$ cat src/rtl/cache_pkg.sv
// cache_pkg: shared line geometry, AXI encodings and writeback FSM states
package cache_pkg;
  localparam int LINE_BITS = 128;
  localparam int WORD_BITS = 32;
  localparam int LINE_BYTES = 16;
  localparam int INDEX_LENGTH = 4;
  localparam logic [1:0] BURST_INCR = 2'b01;
  localparam logic [2:0] SIZE_4B = 3'b010;
  localparam logic [1:0] RESP_OKAY = 2'b00;
  typedef enum logic [2:0] {IDLE, CAPTURE, ADDR, DATA, RESP, DONE} wbState_e;
endpackage

$ cat src/rtl/wb_line_buffer.sv
// wb_line_buffer: snapshot register for one cache line plus the beat counter that walks its words
// Ports: load captures lineIn and restarts at word0; advance steps to the next word;
//        word is the current word, last flags the final word of the line.
module wb_line_buffer
  import cache_pkg::*;
(
  input  logic                 clk,
  input  logic                 rst,
  input  logic                 load,
  input  logic                 advance,
  input  logic [LINE_BITS-1:0] lineIn,
  output logic [WORD_BITS-1:0] word,
  output logic                 last
);
  logic [LINE_BITS-1:0] line;
  logic [1:0] beat;
  always_ff @(posedge clk or posedge rst)
    if (rst) begin
      line <= '0;
      beat <= '0;
    end else if (load) begin
      line <= lineIn;
      beat <= '0;
    end else if (advance) beat <= beat + 2'd1;
  assign word = line[beat*WORD_BITS +: WORD_BITS];
  assign last = &beat;
endmodule

$ cat src/rtl/cache_line_writeback.sv
// cache_line_writeback: evicts one dirty cache line to memory as a single 4-beat AXI4 INCR write burst
// Ports: wb_req_* request handshake (tag/index of victim); ram_index/ram_rdata combinational RAM read;
//        line_captured pulses when the RAM slot may be reused; wb_done pulses at completion,
//        wb_err holds a non-OKAY response until the next accepted request; aw*/w*/b* AXI write channels.
module cache_line_writeback
  import cache_pkg::*;
#(
  parameter int ADDR_W = 32,
  parameter int INDEX_W = INDEX_LENGTH,
  parameter int WORD_W = WORD_BITS,
  parameter int WORDS_PER_LINE = LINE_BITS / WORD_BITS,
  parameter int TAG_W = ADDR_W - INDEX_W - $clog2(LINE_BYTES)
) (
  input  logic                 clk,
  input  logic                 rst,
  input  logic                 wb_req_valid,
  output logic                 wb_req_ready,
  input  logic [TAG_W-1:0]     wb_req_tag,
  input  logic [INDEX_W-1:0]   wb_req_index,
  output logic [INDEX_W-1:0]   ram_index,
  input  logic [LINE_BITS-1:0] ram_rdata,
  output logic                 line_captured,
  output logic                 wb_done,
  output logic                 wb_err,
  output logic                 awvalid,
  input  logic                 awready,
  output logic [ADDR_W-1:0]    awaddr,
  output logic [7:0]           awlen,
  output logic [2:0]           awsize,
  output logic [1:0]           awburst,
  output logic                 wvalid,
  input  logic                 wready,
  output logic [WORD_W-1:0]    wdata,
  output logic [3:0]           wstrb,
  output logic                 wlast,
  input  logic                 bvalid,
  output logic                 bready,
  input  logic [1:0]           bresp
);
  wbState_e state, nextState;
  logic [TAG_W-1:0] tagQ;
  logic [INDEX_W-1:0] indexQ;
  logic lastBeat;
  always_ff @(posedge clk or posedge rst)
    if (rst) begin
      state <= IDLE;
      tagQ <= '0;
      indexQ <= '0;
      wb_err <= 1'b0;
    end else begin
      state <= nextState;
      if (wb_req_valid && wb_req_ready) begin
        tagQ <= wb_req_tag;
        indexQ <= wb_req_index;
        wb_err <= 1'b0;
      end
      if (state == RESP && bvalid) wb_err <= bresp != RESP_OKAY;
    end
  always_comb begin
    nextState = state;
    unique case (state)
      IDLE:    nextState = wb_req_valid ? CAPTURE : IDLE;
      CAPTURE: nextState = ADDR;
      ADDR:    nextState = awready ? DATA : ADDR;
      DATA:    nextState = (wready && lastBeat) ? RESP : DATA;
      RESP:    nextState = bvalid ? DONE : RESP;
      DONE:    nextState = IDLE;
      default: nextState = IDLE;
    endcase
  end
  // The line is copied out of the RAM in CAPTURE so the slot can be refilled during the burst.
  wb_line_buffer buffer (
    .clk(clk),
    .rst(rst),
    .load(state == CAPTURE),
    .advance(wvalid && wready),
    .lineIn(ram_rdata),
    .word(wdata),
    .last(lastBeat)
  );
  assign wb_req_ready = state == IDLE;
  assign line_captured = state == CAPTURE;
  assign awvalid = state == ADDR;
  assign wvalid = state == DATA;
  assign bready = state == RESP;
  assign wb_done = state == DONE;
  assign wlast = wvalid && lastBeat;
  assign wstrb = 4'hF;
  assign ram_index = indexQ;
  assign awaddr = {tagQ, indexQ, {$clog2(LINE_BYTES){1'b0}}};
  assign awlen = 8'(WORDS_PER_LINE - 1);
  assign awsize = SIZE_4B;
  assign awburst = BURST_INCR;
endmodule

$ cat config.mk
export PLATFORM = sky130hd
export DESIGN_NAME = cache_line_writeback
export DESIGN_NICKNAME = d
export VERILOG_FILES = /design/src/rtl/cache_pkg.sv /design/src/rtl/wb_line_buffer.sv /design/src/rtl/cache_line_writeback.sv
export SDC_FILE = /design/constraint.sdc
export NUM_CORES = 1
export LEC_CHECK = 0
export CAP_MARGIN = 20
export CELL_PAD_IN_SITES_DETAIL_PLACEMENT = 2
export CELL_PAD_IN_SITES_GLOBAL_PLACEMENT = 2
export CORE_MARGIN = 2
export CORE_UTILIZATION = 34
export CTS_CLUSTER_DIAMETER = 200
export DETAILED_ROUTE_END_ITERATION = 8
export GPL_TIMING_DRIVEN = 1
export PLACE_DENSITY_LB_ADDON = 0.1
export SYNTH_ARGS = -nofsm -noshare
export SYNTH_HDL_FRONTEND = slang
export SYNTH_SLANG_ARGS = --single-unit
$ cat constraint.sdc
create_clock -name clk -period 9.93 [get_ports clk]
set_input_delay 1.4895 -clock clk [delete_from_list [all_inputs] [get_ports clk]]
set_output_delay 1.4895 -clock clk [all_outputs]
set_load 0.02 [all_outputs]
* After elaboration in Yosys (flattened, before gate mapping)
Index checks and enable logic that the tools add are counted.
** Storage, ports and cells
- Flip-flop bits (word level) :: 162
- Bits in latches :: 0
- RAM bits :: 0
- Memory bits (read-only) :: 0
- Input bits :: 164
- Output and inout bits :: 93
- Word-level logic and storage cells :: 32
- Memories kept :: 0
** Cells by class
- Add/subtract/negate cells :: 1
- Multipliers :: 0
- Div/mod/pow operators :: 0
- $lt $le $gt $ge :: 0
- Equal/unequal tests :: 5
- Shift-type cells :: 1
- Muxes and demuxes :: 9
- Bitwise gates (word level) :: 0
- Reduce and logical (&&, ||, !) cells :: 10
** Operator list (number)
- 128-bit by 8-bit indexed part select with 32-bit output :: 1
- 3-bit case mux with 5 select lines :: 1
- 3-bit by 2-bit equality test with 1-bit output, second input constant :: 2
- 3-bit equality test, second input constant :: 2
- 2-bit nonzero test :: 3
- 1-bit logical AND :: 5
- 1-bit 2-to-1 mux :: 5
- 2-bit 2-to-1 mux :: 2
- 3-bit by 1-bit equality test with 1-bit output, second input constant :: 1
- 3-bit logical NOT :: 1
- 3-bit 2-to-1 mux :: 1
- 2-bit by 1-bit adder with 2-bit output, second input constant :: 1
- 2-bit AND reduction :: 1

* Depth between registers and ports, before layout
- Word-level depth :: 4
- Mapped depth :: 6
- Gate-level depth less buffers :: 3

* Modules after synthesis
A second synthesis with hierarchy kept.
** Unflattened totals
- Cell total of the unflattened synthesis :: 431
- Area total of the unflattened synthesis :: 7170.6 sq um
** Modules (own cells, without submodules)
- wb_line_buffer :: instances 1, cells each 318, area each 5671.7 sq um, sequential area each 3253.1 sq um
- cache_line_writeback :: instances 1, cells each 113, area each 1498.9 sq um, sequential area each 800.8 sq um

* Worst setup path before layout
OpenSTA, ideal clock, no wires.
- Path kind :: register to output
- Start point :: register buffer.beat[0]
- End point :: output port wdata[10]
- Arrival :: 1.354 ns
- Data required time :: 8.441 ns
- Path slack :: 7.086 ns
- Cell stages (with the launch flop) :: 4
- Path buffers :: 2
- Path through :: dfrtp_1 > buf_2 > buf_4 > mux4_2
** On the way
- Word-level cells in the longest chain between the ends :: 1
** Ends and longest elaborated chain
- from (decl) :: RTL line wb_line_buffer.sv:16 : logic [1:0] beat;
- from (signal assigned) :: RTL line wb_line_buffer.sv:24 : end else if (advance) beat <= beat + 2'd1;
- 128-bit by 8-bit indexed part select with 32-bit output :: RTL line wb_line_buffer.sv:25 : assign word = line[beat*WORD_BITS +: WORD_BITS];
- to (decl) :: RTL line cache_line_writeback.sv:33 : output logic [WORD_W-1:0] wdata,
No other way between the ends.

* Worst setup path after layout
- Start point :: register buffer.beat[1]
- End point :: output port wdata[30]
The elaborated chain is that of the path after synthesis.

==> impl_metrics.env <==
export IMPL_status="completed"
export IMPL_postCtsSetupRepairBufs=0
export IMPL_regToRegSetupSlack_ns=7.26
export IMPL_slew_headroom=0.323
export IMPL_endpoint="wdata[30]"
export IMPL_diodes=0
export IMPL_hold_class="reg -> reg"
export IMPL_cts_buffers=17
export IMPL_core_mm2=0.0224
export IMPL_switching_share=0.329
export IMPL_crit_family="buffers and inverters"
export IMPL_area_growth_pct=37.8
export IMPL_syn_instance_count=436
export IMPL_place_congestion=0.781
export IMPL_yosys_most_used_dff="dfrtp_1"
export IMPL_total_power_uw=3750
export IMPL_synth_area_mm2=0.00772
export IMPL_synth_edf_count=0
export IMPL_vias=4535
export IMPL_wl_mm=20.6
export IMPL_postCtsHoldBufs=0
export IMPL_post_drt_wl_per_cell_um=21.5
export IMPL_startpoint_type="flip-flop"
export IMPL_timing_rr_start="state[2]"
export IMPL_setup_viol=0
export IMPL_p_switching_uw=1230
export IMPL_antenna_found_initial=0
export IMPL_p_int_uw=2520
export IMPL_rsz0062_at_grt="false"
export IMPL_cp_depth=3
export IMPL_die_y_um=155
export IMPL_total_leakage_power_uw=0.00449
export IMPL_cts_root_buf="clkbuf_16"
export IMPL_cts_tree="done"
export IMPL_nets=826
export IMPL_synth_top_area_frac=0.525
export IMPL_finalCriticalPeriod_ns=4.03
export IMPL_max_freq_ghz=0.248
export IMPL_avgSynthCellArea_um2=17.7
export IMPL_end_kind="output port"
export IMPL_fin_crit_sh=0.406
export IMPL_finalMaxSlewViolations=0
export IMPL_rows=55
export IMPL_finClkSkew_ns=0.00907
export IMPL_port_buffers=235
export IMPL_pwr_share_clk=0.187
export IMPL_route_detailed_drc=0
export IMPL_p_per_area_mw_per_mm2=352
export IMPL_cts_buffer_depth=2
export IMPL_cp_arrival_ns=2.54
export IMPL_synth_most_common_cell="dfrtp_1"
export IMPL_reg2reg_depth=4
export IMPL_vias_per_cell=4.73
export IMPL_cap_violations=0
export IMPL_die_x_um=155
export IMPL_grt_pass1_vias=5258
export IMPL_reg2reg_to="buffer.line[37]"
export IMPL_grt_first_pass_wirelength_mm=32.5
export IMPL_path_class="reg -> out"
export IMPL_post_route_util=0.474
export IMPL_hold_viol=0
export IMPL_vdd_drop_max_mv=0.169
export IMPL_gr_total_overflow=0
export IMPL_synth_seq_cells=162
export IMPL_stdcell_area_mm2=0.0106
export IMPL_drtIter0Drc=149
export IMPL_place_hpwl_mm=14.2
export IMPL_cp_max_fo=19
export IMPL_slowest_delay_ns=0.73
export IMPL_tns_ns=0
export IMPL_start_util=0.344
export IMPL_cts_resized=0
export IMPL_ys_seq_area_frac=0.525
export IMPL_io_pins=257
export IMPL_crit_buf_inv=2
export IMPL_postRouteAntennaNets=0
export IMPL_worstMarginPinSlew_ns=1.01
export IMPL_hold_slack_ns=0.505
export IMPL_dieArea_mm2=0.0239
export IMPL_synthArstFlopShare=1.00
export IMPL_sequentialPowerShare=0.332
export IMPL_clock_latency_ns=0.43
export IMPL_power_frac_comb=0.482
export IMPL_postPlaceCellArea_mm2=0.00999
export IMPL_first_pass_iters=4
export IMPL_yosys_area_top_type="dfrtp_1"
export IMPL_synth_area_top_cells="dfrtp_1 (52%), mux2_4 (21%), mux4_2 (9.3%), mux2_2 (6.6%), buf_4 (3.1%)"
export IMPL_clock_sinks=162
export IMPL_cp_required_ns=8.44
export IMPL_ys_types=31
export IMPL_crit_start="buffer.beat[1]"
export IMPL_ys_warnings_count=0
export IMPL_layout_drive_gt1_share=0.343
export IMPL_grt_util_all_layers=0.180
export IMPL_crit_chain="buf_12, mux4_2, clkdlybuf4s50_1"
export IMPL_synth_common_cells="dfrtp_1 (162), mux2_4 (109), mux2_2 (45)"
export IMPL_cts_max_level=4
export IMPL_clkTransAtPathRegs_ns=0.06
export IMPL_grt_max_degree=89
export IMPL_cp_slowest_cell="dfrtp_2"
==> sequential cells by signal, indices dropped and copies added, names as in the netlist <==
name / count
tagQ: 24
ram_index: 4
wb_err: 1
buffer.beat: 2
buffer.line: 128
state: 3
==> worst register-to-register path: cells and delay by family (launching register included) <==
| kind | cells | cell delay [ns] |
|---|---|---|
| AND/OR/NAND/NOR | 2 | 0.70 |
| buffers and inverters | 1 | 0.87 |
| multiplexers | 1 | 0.49 |
| flip-flops | 1 | 0.50 |
==> power groups by stage <==
| stage | registers (uW) | clock network (uW) | logic, uW |
|---|---|---|---|
| after floorplan | 1200 | 0 | 1260 |
| after detailed placement | 1290 | 0 | 1760 |
| after CTS | 1290 | 722 | 1780 |
| after global placement | 1280 | 0 | 1720 |
| final | 1240 | 700 | 1810 |
| after global routing | 1300 | 749 | 1910 |
==> worst min-delay path by stage <==
| stage | slack, ns | depth (start not counted) | endpoint | startpoint |
|---|---|---|---|---|
| 2_1_floorplan | 0.48 | 1 | buffer.line[32] | buffer.line[32] |
| 3_3_place_gp | 0.48 | 1 | tagQ[1] | tagQ[1] |
| 3_5_place_dp | 0.49 | 1 | buffer.line[98] | buffer.line[98] |
| 4_1_cts | 0.51 | 1 | buffer.line[42] | buffer.line[42] |
| 5_1_grt | 0.52 | 1 | buffer.line[93] | buffer.line[93] |
| 6_report | 0.50 | 1 | tagQ[1] | tagQ[1] |
==> layout make-up <==
class / instances / area (um^2)
Clock buffer: 18 / 439
Clock inverter: 14 / 176
Fill cell: 2111 / 11800
Inverter: 1 / 8.76
Multi-Input combinational cell: 238 / 3180
Sequential cell: 162 / 4060
Tap cell: 285 / 357
Timing Repair Buffer: 241 / 2420
==> cell usage in the layout, fill, tap and decap left out, types with 3 or more instances in the layout <==
master           netlist  final
mux4_2                32     32
buf_4                 32      4
dfrtp_1              162    160
o21ai_0                4      4
mux2_2                45     45
inv_6                  0      7
bufinv_16              0      3
nand2_1                3      3
clkdlybuf4s50_1        0    235
conb_1                 2     21
mux2_4               109    109
clkbuf_16              0     17
nor2_1                 3      3
==> kinds of logic (layout without fill, tap and decap cells) <==
family / after synthesis / in the layout / share of synthesized area
other cells: 2 / 21 / 0.000972
simple gates: 21 / 21 / 0.0204
buf+inv: 55 / 274 / 0.0719
mux: 189 / 189 / 0.375
compound gates: 6 / 6 / 0.00502
fa+ha+maj: 1 / 1 / 0.00162
flops: 162 / 162 / 0.525
==> per-layer routing <==
layer  share of wire  vias to the layer above  GRT usage
met5               0                        -          0
li1                -                     1984          -
met3           0.058                       14     0.0521
met2            0.49                      143      0.287
met4          0.0095                        0     0.0463
met1            0.44                     2394      0.241
==> through the flow <==
step | std cells | setup WS, ns
final | 959 | 5.90
after global routing | 959 | 5.77
after CTS | 957 | 5.57
after detailed placement | 925 | 6.06
after global placement | 925 | 6.12
after floorplan | 455 | 4.06
Power figures use the tool's default switching activity.
==> edit 1, RTL diff (same flow settings) <==
Register the output `line_captured`, with the module's reset; this adds one clock of latency there. The other outputs are not delayed to match.
--- a/src/rtl/cache_line_writeback.sv
+++ b/src/rtl/cache_line_writeback.sv
@@ -79,7 +79,13 @@
     .last(lastBeat)
   );
   assign wb_req_ready = state == IDLE;
-  assign line_captured = state == CAPTURE;
+  always_ff @(posedge clk or posedge rst) begin
+    if (rst) begin
+      line_captured <= '0;
+    end else begin
+      line_captured <= state == CAPTURE;
+    end
+  end
   assign awvalid = state == ADDR;
   assign wvalid = state == DATA;
   assign bready = state == RESP;
Function: changed (a bounded check fails within 4 cycles, from zero or initial values and one cycle with rst high).
==> edit 1 against the original RTL <==
  * Worst setup slack got worse by 150 ps
  * Critical path depth unchanged
  * Sequential share of layout area grew 0.20 points
  * Wire length fell by 1.1%
  * Hold slack worse by 13 ps
  * Cell area barely moved
  * Total power grew 0.10%
  * Area after synthesis grew 0.32%
  * Sequential cell count is 1 higher
  * Critical path type unchanged
==> edit 1: results (changes against the original RTL) <==
Synthesis
  • Netlist cell types: 31 (unchanged)
  • Commonest cells post-synth: dfrtp_1 (163), mux2_4 (109), mux2_2 (45), buf_4 (32), mux4_2 (32)
  • Ranking of synthesized cells by area: dfrtp_1 (53%), mux2_4 (21%), mux4_2 (9.3%)
  • Seq/Total Area, Yosys: 0.5265 (+0.001534)

Placed design
  • GPL Wtd Cong: 0.7740 (-0.92%)
  • Detailed placement HPWL: 14.38 mm (+1.4%)
  • Port Buffers: 235 (unchanged)

Final layout
  • Fill count: 2,110 (-0.047%)
  • Layout net count: 827 (+0.12%)
  • Share of layout cells above drive strength 1: 0.3383 (-0.004451)
  • Max FFs per register: 128 (unchanged)

Worst setup path
  • Top delay family on crit path: buffers and inverters
  • Worst-path maximum fanout: 22 (+3)
  • CP max stage cell: clkdlybuf4s50_1
  • Crit-path max cell delay: 600 ps (-130 ps)
  • CP arrival: 2690 ps (+150 ps)

Global route
  • First-pass GRT wire length: 32.13 mm (-1.1%)
  • All-layer global routing usage: 0.1756 (-0.003943)
  • Largest net degree at the start of global routing: 101 (+13%)
  • Vias in the first global route: 5,284 (+0.49%)

Timing
  • Clock skew: 9.950 ps (+0.8762 ps)
  • Worst rel slew slack: 0.3587 (+0.03523)

Clocking
  • Post-CTS setup repair buffer count: 0 (unchanged)
  • Worst skew pair latency: ~420 ps
  • Root Driver: clkbuf_16
  • Clock Tree Buf Depth: 2 (unchanged)
  • CTS Buf Count: 17 (unchanged)
  • H-tree levels: 4 (unchanged)

Power and ir drop
  • Static leakage power: 4.497 nW (+0.12%)
  • Worst VDD drop: 0.0001237 V (-27%)

Route
  • Drt initial violations: 158 (+6.0%)
  • Post-DR vias/cell: 4.723 (-0.13%)
  • Wire length per cell: 21.26 um (-1.1%)

Outcome
  • Outcome: finished clean
[edit 1: cell count changes in the layout (fill, tap and decap cells not counted), sizes merged]
| cell | before | now |
|---|---|---|
| clkbuf | 18 | 19 |
| bufinv | 3 | 4 |
| inv | 7 | 4 |
| dfrtp | 162 | 163 |
[edit 1: kinds of logic after synthesis]
kind of cell	synth area share
simple gates	0.02035
other cells	0.0009694
compound gates	0.005007
flops	0.5265
mux	0.3739
buf+inv	0.07170
fa+ha+maj	0.001615
[edit 1: cell type report]
class,instances,area [um2],area share
clock buffer,19,432.9,0.04063
clock inverter,12,180.2,0.01691
inverter,1,8.758,0.0008221
multi-input combinational,238,3184,0.2989
sequential,163,4081,0.3831
tap,285,356.6,0.03347
timing repair buffer,241,2410,0.2262
[edit 1: path summary, 6_finish.rpt]
path / startpoint / end / slack, ps
setup / recovery: buffer.beat[0] / wdata[0] / 5750
hold / removal: tagQ[0] / tagQ[0] / 490
setup reg to reg: state[2] / buffer.line[46] / 7310
hold reg to reg: tagQ[0] / tagQ[0] / 490
max in group asynchronous: rst / buffer.beat[1] / 6750
min in group asynchronous: rst / buffer.line[61] / 1660
[edit 1: worst register-to-register path: cells and delay by family (launching register included)]
family	cells	cell delay (ps)
buffers and inverters	1	870
and+or+nand+nor	2	700
DFF	1	490
muxes	1	450
[edit 1: through the flow]
stage	instances	total power (W)	hold WS [ps]	worst slack, ps	area (um2)
finish	959	0.003753	491.3	5747	10650
global route	959	0.003960	526.9	5622	10650
detailed placement	927	0.003066	480.2	6088	10020
floorplan	456	0.002470	475.7	4036	7819
CTS	958	0.003800	498.7	5625	10630
global placement	927	0.003003	476.8	6106	10020
[edit 1: report_power, final]
part | internal [W] | total, W | switching [W] | leakage [nW]
logic | 0.00111 | 0.00181 | 0.000709 | 2.24
clock network | 0.000422 | 0.000703 | 0.000282 | 0.294
registers | 0.00100 | 0.00124 | 0.000231 | 1.96
[edit 1: per-layer routing]
| layer | vias to the layer above | GRT usage | routed length, um |
|---|---|---|---|
| met5 | - | 0 | 0 |
| met4 | 0 | 0.04541 | 195 |
| met3 | 16 | 0.05292 | 1292 |
| met2 | 142 | 0.2853 | 10010 |
| met1 | 2388 | 0.2304 | 8883 |
| li1 | 1983 | - | - |
==> edit 2, RTL diff (config.mk and constraints unchanged) <==
Made on the original files. Set the package constant `LINE_BITS` to 192 (it was 128).
--- a/src/rtl/cache_pkg.sv
+++ b/src/rtl/cache_pkg.sv
@@ -1,6 +1,6 @@
 // cache_pkg: shared line geometry, AXI encodings and writeback FSM states
 package cache_pkg;
-  localparam int LINE_BITS = 128;
+  localparam int LINE_BITS = 192;
   localparam int WORD_BITS = 32;
   localparam int LINE_BYTES = 16;
   localparam int INDEX_LENGTH = 4;
Ports: changed (resized ram_rdata); port bits go from 257 to 321. No check against the original RTL was run, so the function may have changed too.
==> edit 2 against the original RTL <==
  * Cell area decreased by 4.5%
  * Clock power decreased by 3.7%
  * Sequential cell count unchanged
  * Wire length decreased by 8.4%
  * Worst setup slack got worse by 170 ps
  * Total power decreased by 7.2%
  * Area after synthesis decreased by 8.3%
  * Core utilization increased by 2.5 points
==> edit 2: results (changes against the original RTL) <==
Final layout
  • Area Growth Syn to Fin: 43.62%
  • Share of layout cells above drive strength 1: 0.2090 (-0.1338)
  • Sequential cell area share: 0.3990 (+0.01787)
  • Clk cell area share: 0.05932 (+0.001481)
  • Layout net count: 886 (+7.3%)
  • Fill count: 1,909 (-9.6%)
  • Clock buf count: 19 (+1)
  • Non-filler cells, final: 941 (-1.9%)
  • Buffering overhead: 0.2358 (+0.008209)

Power and ir drop
  • Static leakage power: 4.153 nW (-7.5%)
  • PD cells: 342.1 mW/mm2 (-2.9%)
  • Clock Power: 0.000674 W (-3.7%)

Route
  • Drt initial violations: 97 (-35%)

Timing
  • Clock skew: 7.354 ps (-1.720 ps)
  • Worst rel slew slack: 0.3529 (+0.02938)
  • Final worst path period need: 4204 ps (+172.2 ps)

Global route
  • All-layer global routing usage: 0.1798 (+0.0002407)
  • Vias in the first global route: 5,194 (-1.2%)
  • First-pass GRT wire length: 30.21 mm (-7.1%)
  • Initial antenna violation count: 1 (+1)

Outcome
  • Outcome: finished clean

Placed design
  • Post-placement cell area: 0.009562 mm2 (-4.3%)
  • Cells after DPL: 908 (-1.8%)

Synthesis
  • Netlist cell types: 30 (-3.2%)
  • Post-synthesis mux area share: 0.3528 (-0.02231)
  • Synthesized area: 0.007079 mm2 (-8.3%)
  • Post-Synth XOR/XNOR Area: 0.001237 (+0.001237)
  • Synth Instances: 430 (-1.4%)
  • Compound-Gate Fraction of Synth Area: 0.004595 (-0.0004274)

Hold path
  • Hold Startpoint: buffer.line[88]
## edit 2: changes by cell type in the layout (fill, tap and decap cells not counted), sizes merged, moves of 2 or more
cell,delta
o21ai,-4
clkinvlp,+2
inv,-2
nand2,-2
## edit 2: routing by layer
| metal | vias to the layer above | global-route usage | part of all wire |
|---|---|---|---|
| li1 | 1974 | - | - |
| met1 | 2331 | 0.2181 | 0.40 |
| met2 | 138 | 0.3150 | 0.53 |
| met3 | 16 | 0.05031 | 0.059 |
| met4 | 0 | 0.04952 | 0.014 |
| met5 | - | 0 | 0 |
## edit 2: critical path, cell delays in order (launching register included)
cell and delay, ps:
dfrtp_2 710, buf_4 460, mux4_2 550, clkdlybuf4s50_1 570
## edit 2: how the worst min path moves through the flow
stage          slack [ps]                to
6_report              480   buffer.line[88]
5_1_grt               500  buffer.line[122]
4_1_cts               490   buffer.line[67]
3_5_place_dp          470  buffer.line[125]
3_3_place_gp          460   buffer.line[88]
2_1_floorplan         450   buffer.line[56]
